[src/rtl/rf_pkg.sv]
// Shared definitions for the 8 x 32-bit register file (write side and
// read_operation). Widths live here so both sides agree on them.
package rf_pkg;

    localparam int DATA_W   = 32;              // register width in bits
    localparam int ADDR_W   = 3;               // register address width
    localparam int NUM_REGS = 1 << ADDR_W;     // 8 registers

    // Fill-burst sequencer state encoding
    localparam logic [1:0] IDLE = 2'd0;
    localparam logic [1:0] FILL = 2'd1;
    localparam logic [1:0] DONE = 2'd2;

endpackage

[src/rtl/rf_write_decoder.sv]
// One-hot load-enable decoder: turns the selected write address into a
// per-register load strobe, all zero when no write is happening.
module rf_write_decoder
    import rf_pkg::*;
(
    input  logic                en,
    input  logic [ADDR_W-1:0]   addr,
    output logic [NUM_REGS-1:0] onehot
);

    // At most one register loads per cycle
    always_comb begin
        onehot = '0;
        if (en) begin
            onehot[addr] = 1'b1;
        end
    end

endmodule

[src/rtl/reg_file_writer.sv]
// Write side of the 8 x 32-bit register file. Accepts single-word writes
// in IDLE and sequential fill bursts driven by a small FSM, then holds the
// register contents for read_operation. valid[i] records that register i
// has been written since reset.
//
// Fill protocol: fill_start is a one-cycle request sampled only in IDLE
// (it wins over a same-cycle we). busy is high from the edge that accepts
// the request until the edge of the last burst write; done pulses for the
// single cycle that follows that last write. Requests and we strobes that
// arrive while busy or done are dropped, not queued.
module reg_file_writer
    import rf_pkg::*;
(
    input  logic                clk,
    input  logic                reset_n,
    input  logic                we,
    input  logic [ADDR_W-1:0]   wAddr,
    input  logic [DATA_W-1:0]   wData,
    input  logic                fill_start,
    input  logic [ADDR_W-1:0]   fill_addr,
    input  logic [ADDR_W-1:0]   fill_len,
    input  logic [DATA_W-1:0]   fill_data,
    input  logic                fill_incr,
    output logic                busy,
    output logic                done,
    output logic [NUM_REGS-1:0] valid,
    output logic [1:0]          state,
    output logic [DATA_W-1:0]   reg0,
    output logic [DATA_W-1:0]   reg1,
    output logic [DATA_W-1:0]   reg2,
    output logic [DATA_W-1:0]   reg3,
    output logic [DATA_W-1:0]   reg4,
    output logic [DATA_W-1:0]   reg5,
    output logic [DATA_W-1:0]   reg6,
    output logic [DATA_W-1:0]   reg7
);

    logic [1:0]          state_q;
    logic [ADDR_W-1:0]   cur_addr;
    logic [ADDR_W-1:0]   remaining;
    logic [DATA_W-1:0]   cur_data;
    logic                incr;

    logic [DATA_W-1:0]   regs [NUM_REGS];
    logic [NUM_REGS-1:0] load_en;

    logic                wr_en;
    logic [ADDR_W-1:0]   wr_addr;
    logic [DATA_W-1:0]   wr_data;

    // Write-port mux: the burst owns the port in FILL, otherwise a single
    // write may use it unless a fill request is taking priority this cycle.
    always_comb begin
        wr_en   = 1'b0;
        wr_addr = wAddr;
        wr_data = wData;
        if (state_q == FILL) begin
            wr_en   = 1'b1;
            wr_addr = cur_addr;
            wr_data = cur_data;
        end else if (state_q == IDLE) begin
            wr_en   = we & ~fill_start;
        end
    end

    rf_write_decoder u_dec (
        .en     (wr_en),
        .addr   (wr_addr),
        .onehot (load_en)
    );

    // Burst sequencer: captures the request, walks the address/data
    // counters with natural wrap, and raises the done pulse.
    always_ff @(posedge clk or negedge reset_n) begin
        if (!reset_n) begin
            state_q   <= IDLE;
            cur_addr  <= '0;
            remaining <= '0;
            cur_data  <= '0;
            incr      <= 1'b0;
            busy      <= 1'b0;
            done      <= 1'b0;
        end else begin
            done <= 1'b0;
            case (state_q)
                IDLE: begin
                    if (fill_start) begin
                        cur_addr  <= fill_addr;
                        remaining <= fill_len;
                        cur_data  <= fill_data;
                        incr      <= fill_incr;
                        busy      <= 1'b1;
                        state_q   <= FILL;
                    end
                end
                FILL: begin
                    cur_addr  <= cur_addr + ADDR_W'(1);
                    cur_data  <= cur_data + DATA_W'(incr);
                    remaining <= remaining - ADDR_W'(1);
                    if (remaining == '0) begin
                        busy    <= 1'b0;
                        done    <= 1'b1;
                        state_q <= DONE;
                    end
                end
                DONE: begin
                    state_q <= IDLE;
                end
                default: begin
                    busy    <= 1'b0;
                    state_q <= IDLE;
                end
            endcase
        end
    end

    // Register storage and sticky written-since-reset mask
    always_ff @(posedge clk or negedge reset_n) begin
        if (!reset_n) begin
            for (int i = 0; i < NUM_REGS; i++) begin
                regs[i] <= '0;
            end
            valid <= '0;
        end else begin
            for (int i = 0; i < NUM_REGS; i++) begin
                if (load_en[i]) begin
                    regs[i] <= wr_data;
                end
            end
            valid <= valid | load_en;
        end
    end

    assign state = state_q;
    assign reg0  = regs[0];
    assign reg1  = regs[1];
    assign reg2  = regs[2];
    assign reg3  = regs[3];
    assign reg4  = regs[4];
    assign reg5  = regs[5];
    assign reg6  = regs[6];
    assign reg7  = regs[7];

endmodule

[config.mk]
export PLATFORM = sky130hd
export DESIGN_NAME = reg_file_writer
export DESIGN_NICKNAME = d
export VERILOG_FILES = /design/src/rtl/rf_pkg.sv /design/src/rtl/rf_write_decoder.sv /design/src/rtl/reg_file_writer.sv
export SDC_FILE = /design/constraint.sdc
export NUM_CORES = 1
export LEC_CHECK = 0
export ABC_AREA = 1
export BUFFER_PORTS_ARGS = -buffer_cell sky130_fd_sc_hd__buf_2
export CAP_MARGIN = 15
export CORE_MARGIN = 2
export CORE_UTILIZATION = 45
export DETAILED_ROUTE_END_ITERATION = 12
export GPL_ROUTABILITY_DRIVEN = 0
export GPL_TIMING_DRIVEN = 0
export PLACE_DENSITY = 0.7
export SETUP_SLACK_MARGIN = 0.2
export SKIP_LAST_GASP = 1
export SLEW_MARGIN = 0
export SYNTH_ARGS = -nofsm -noshare
export SYNTH_HDL_FRONTEND = slang
export SYNTH_HIERARCHICAL = 1
export SYNTH_SLANG_ARGS = --single-unit
[constraint.sdc]
create_clock -name clk -period 3.2 [get_ports clk]
set_clock_uncertainty 0.1 [all_clocks]
set_input_delay 0.32 -clock clk [delete_from_list [all_inputs] [get_ports clk]]
set_output_delay 0.32 -clock clk [all_outputs]
set_load 0.1 [all_outputs]
### Word level (Yosys, flattened, before mapping)

Cells that the tools add are included.

| word-level totals | value |
|---|---|
| bits in registers | 307 |
| input bits | 78 |
| word-level logic and storage cells | 58 |

| cells by class | value |
|---|---|
| add/sub/neg operators | 3 |
| $lt $le $gt $ge | 2 |
| equal/unequal tests | 4 |
| multiplexer cells | 21 |
| bitwise operators | 4 |
| reduce and logical (&&, ||, !) cells | 8 |

Operators with widths:

| cell | number |
|---|---|
| 32-bit 2-to-1 mux | 2 |
| 32-bit one-hot mux with 2 select lines | 1 |
| 32-bit by 1-bit adder with 32-bit output | 1 |
| 3-bit one-hot mux with 2 select lines | 2 |
| 3-bit 2-to-1 mux | 3 |
| 8-bit 2-to-1 mux | 1 |
| 8-bit bitwise OR | 1 |
| 1-bit 2-to-1 mux | 7 |
| 2-bit AND reduction | 3 |
| 3-bit by 4-bit less-than comparator with 1-bit output (second input constant) | 1 |
| 2-bit 2-to-1 mux | 2 |
| 2-bit one-hot mux with 2 select lines | 1 |
| 3-bit by 1-bit adder with 3-bit output (second input constant) | 1 |
| 1-bit demux with 3-bit select | 1 |
| 3-bit by 1-bit >= comparator with 1-bit output (second input constant) | 1 |
| 3-bit zero test | 1 |
| 1-bit one-hot mux with 3 select lines | 1 |
| 3-bit AND reduction | 1 |
| 3-bit by 1-bit subtractor with 3-bit output (second input constant) | 1 |
| 2-bit by 1-bit equality test with 1-bit output (second input constant) | 1 |
| 2-bit equality test (second input constant) | 1 |
| 2-bit zero test | 1 |
| 2-bit by 1-bit != test with 1-bit output (second input constant) | 1 |
| 2-bit != test (second input constant) | 1 |
| 4 further kinds | 5 |

### Longest topological paths before layout

| depth | value |
|---|---|
| word-level depth | 8 |
| gate-level depth with buffers | 14 |

### By module

The synthesis kept the hierarchy.

By module, submodules not included:

| module | times used | cells an instance | area an instance (µm²) | sequential area each (µm²) |
|---|---|---|---|---|
| reg_file_writer | 1 | 1,379 | 12,627.1 | 7,682.4 |
| rf_write_decoder | 1 | 17 | 63.8 | 0.0 |

### Worst setup path before layout

Ideal clock, no wire load.

| timing | value |
|---|---|
| path type | register to register |
| from | reg state_q[1], in the netlist state[1] |
| to | reg regs, in the netlist reg1[23] |
| library setup time | 135 ps |
| data arrival time | 2,549 ps |
| data required time | 2,965 ps |
| slack | 416 ps |
| stages on the path, launching flop included | 14 |
| clock period less this slack | 2,784 ps |
| path through | dfrtp_1 > inv_2 > nand2_4 > buf_6 > buf_6 > buf_6 > nand2_1 > nand2_1 > nand2_1 > nor2_1 > inv_2 > clkbuf_1 > nand2_1 > o21ai_0 |

| on the way | value |
|---|---|
| longest elaborated chain between the ends | 7 |
| elaborated cells on any way between the ends | 12 |
| classes of those cells | 2 x order compare; 1 x eq/ne; 7 x mux; 2 x reduce/logical |

RTL lines:

| element | line | RTL |
|---|---|---|
| start, declared | reg_file_writer.sv:38 | `logic [1:0] state_q;` |
| start signal, assigned | reg_file_writer.sv:76 | `state_q <= IDLE;` |
| start signal, assigned | reg_file_writer.sv:93 | `state_q <= FILL;` |
| start signal, assigned | reg_file_writer.sv:103 | `state_q <= DONE;` |
| 2-bit by 1-bit equality test with 1-bit output (*) | reg_file_writer.sv:57 | `if (state_q == FILL) begin` |
| 3-bit 2-to-1 mux (*) | reg_file_writer.sv:57 |  |
| named net wr_addr[0] | reg_file_writer.sv:48 | `logic [ADDR_W-1:0] wr_addr;` |
| 3-bit by 4-bit less-than comparator with 1-bit output (not written as such) or 3-bit by 1-bit >= comparator with 1-bit output (tied branches) | rf_write_decoder.sv:15 | `onehot[addr] = 1'b1;` |
| 1-bit logical AND (not written as such) | rf_write_decoder.sv:15 |  |
| 1-bit 2-to-1 mux (not written as such) | rf_write_decoder.sv:15 |  |
| 1-bit demux with 3-bit select (*) | - |  |
| 8-bit 2-to-1 mux (*) | rf_write_decoder.sv:14 | `if (en) begin` |
| named net load_en[1] | reg_file_writer.sv:45 | `logic [NUM_REGS-1:0] load_en;` |
| end signal, assigned by index | reg_file_writer.sv:127 | `regs[i] <= wr_data;` |
| end, declared | reg_file_writer.sv:44 | `logic [DATA_W-1:0] regs [NUM_REGS];` |

The timed path passes the listed nets; every way through them passes the cells marked *.
A chain may end at the register's enable or synchronous reset.

### Final worst setup path

| timing | value |
|---|---|
| from | reg state_q[1], in the netlist state[1] |
| to | reg regs, in the netlist reg1[3] |

Same word-level chain as after synthesis.

==> metrics.md <==
| Metric | Value |
|---|---|
| Status | finished, final reports clean |
| Slowest-stage cell, CP | dfrtp_1 |
| Syn-to-layout area delta | 27.4% |
| Mapped cell area | roughly 0.013 mm^2 |
| CP max FO | 10 |
| Area contributors post-synth | dfrtp_1 (61%), nand2_1 (12%), o21ai_0 (9.7%) |
| Worst R2R Path Depth | 13 |
| Die X | between 150 and 200 um |
| Origin of the critical flop-to-flop path | state[1] |
| CTS tree | done |
| Slew HR | 43.0% |
| Post-DP HPWL | 31.0 mm |
| Synth cell types | 35 |
| Critical path buffers and inverters | 7 |
| Max clock buf depth | 3 |
| Post-layout minimum cycle time | about 2.8 ns |
| CTS HTree Levels | 2 |
| Vias/cell | 5.26 |
| Hold path endpoint | cur_data[0] |
| Final Instance Area | 0.0162 mm^2 |
| R2R Setup Slk | 0.36 ns |
| Worst path max stage delay | ~0.5 ns |
| Hold/Removal Path Class | input pin to register |
| Reg2reg end | reg1[3] |
| Core area | 0.0278 mm^2 |
| Number of antenna violations at the first check in global routing | 8 |
| Final-report hold violation count | 0 |
| Setup violators final | 0 |
| Starting density of the core | 45.7% |
| Hold Crit Start | fill_data[0] |
| Placed instance count | 2,122 |
| DRC | 0 |
| Worst Tran Pin Value | about 0.85 ns |
| Global-route wire length before repair | approximately 64 mm |
| CP Capture Type | register |
| Routed WL | 43.1 mm |
| Max Cap Violations | 0 |
| Area fraction of the dominant cell type after synthesis | around three fifths |
| Clock-pin slew on the worst setup and hold paths | 0.06 ns |
| Cell family with most CP delay | buffers and inverters |
| Most frequent cells in the layout | nand2_1 (419), buf_2 (350), dfrtp_1 (307) |
| Clock latency on the worst-skew pair | 0.52 ns |
| Iter 0 DRT Violations | 918 |
| Pin count of the biggest net entering global routing | 117 |
| CP Class | register to register |
| Detail Route Antenna Nets | 0 |
| Die Y | 172 um |
| RSZ-0062 raised after global routing | false |
| Worst path arrival time | roughly 3.1 ns |
| Setup bufs post-CTS | 0 |
| Total Nets Final | 1,873 |
| Vias | between 10,000 and 15,000 |
| Vias in the first global route | around 11,000 |
| Port bufs | 345 |
| Synth Warn # | 6 |
| WL/cell | 19.6 um |
| Fin. max-slew vios | 0 |
| Leading cell type in the layout, fill and taps excluded | nand2_1 |
| Cell taking the most area after synthesis | dfrtp_1 |
| Initial DRT Pass Iterations | 5 |
| Clk sinks | 307 |
| Share of cells above drive strength 1 | between 20% and 30% |
| Synthesized instance count | 1,396 |
| Worst hold path cell count | 3 |
| Syn avg cell area | 9.09 um^2 |
| Post-synthesis register bit count | 307 |
| Synth Net Count | approximately 1,500 |
| Sequential area share after synthesis | 60.5% |
| Remaining global-route overflow | 0 |
| Fin crit share | 88.8% |
| Achievable frequency | 352 MHz |
| Placed Instance Area | 0.0150 mm^2 |
| CP Data Required Time | 3.46 ns |
| Critical path startpoint category | register |
| Row count | 61 |
| IO Pins | 346 |
| Final Util | about three fifths |
| Finished Layout Cells | around 2,200 |
| DIE AREA | 0.0296 mm^2 |
| CTS Root Cell | clkbuf_16 |
| CTS buffer count | 34 |
| Global Route Usage Sum | around 29% |
| CP cell instances | inv_2, nand2_4, buf_6, buf_6, buf_6, nand2_1, nand2_1, inv_1, nand2_1, nor2_1, inv_2, clkbuf_1, o21ai_0 |
layout make-up:
type / instances / area [um^2]
diodes: 10 / 25.0
plain buffers: 68 / 342
clock buffers: 53 / 983
clock inverters: 7 / 91.3
fillers: 2605 / 11600
inverters: 71 / 267
multi-input cells: 950 / 4410
flip-flops and latches: 307 / 7680
well taps: 378 / 473
repair buffers: 358 / 1900
per-layer routing:
metal | share of wire (%) | track usage (%)
met5 | 0 | 0
met4 | 2.8 | 7.93
met3 | 8.9 | 6.45
met2 | 47 | 47.3
met1 | 41 | 38.0
Yosys cell counts (all sizes together):
| cell | instances |
|---|---|
| a21oi | 30 |
| and2 | 1 |
| buf | 19 |
| clkbuf | 49 |
| dfrtp | 307 |
| ha | 5 |
| inv | 71 |
| mux2i | 1 |
| nand2 | 422 |
| nand3 | 30 |
| nand3b | 2 |
| nor2 | 108 |
| nor3 | 7 |
| o211ai | 2 |
| o21ai | 312 |
| o21bai | 1 |
| o221ai | 1 |
| o22ai | 3 |
| o2bb2ai | 1 |
| o31ai | 5 |
| or2 | 17 |
| xor2 | 2 |
what timing repair did:
action,4_1_cts,5_1_grt
hold buffers,10,0
endpoints found under the hold margin,104,0
endpoints found under the setup margin,0,33
resized for setup,0,12
tightest hold or removal path: stages:
cell	delay (ns)
buf_2	0.10
nor2_1	0.09
o31ai_1	0.08
worst max-delay path by stage:
stage | cells after the start | from | slack [ns] | endpoint
2_1_floorplan | 13 | state[1] | 0.42 | reg1[23]
3_3_place_gp | 1 | reset_n | -4.00 | remaining[2]
3_5_place_dp | 14 | state[1] | 0.42 | reg2[26]
4_1_cts | 14 | state[1] | 0.39 | reg2[26]
5_1_grt | 13 | state[1] | 0.19 | reg0[8]
6_report | 13 | state[1] | 0.36 | reg1[3]
sequential cells by signal, summed over array words and instances, names as in the netlist, 8 cells and up:
register  cells
cur_data     32
reg0         32
reg1         32
reg2         32
reg3         32
reg4         32
reg5         32
reg6         32
reg7         32
valid         8
stage by stage:
step           setup WS [ns]  TNS (ns)  hold WS, ns
2_1_floorplan          0.416         0      -0.0756
3_3_place_gp           -4.00  -1214.83        0.347
3_5_place_dp           0.422         0        0.284
4_1_cts                0.392         0      0.00876
5_1_grt                0.194         0       0.0190
6_report               0.358         0       0.0125
cells by family after synthesis:
logic type,share of synthesized area [%]
mux,0.0789
fa+ha+maj,0.493
flops,60.5
xor+xnor,0.138
buf+inv,4.73
compound gates,15.5
simple gates,18.5
Power is not shown: default switching activity piles up to over one toggle a cycle in this logic, so the estimate is an artifact.
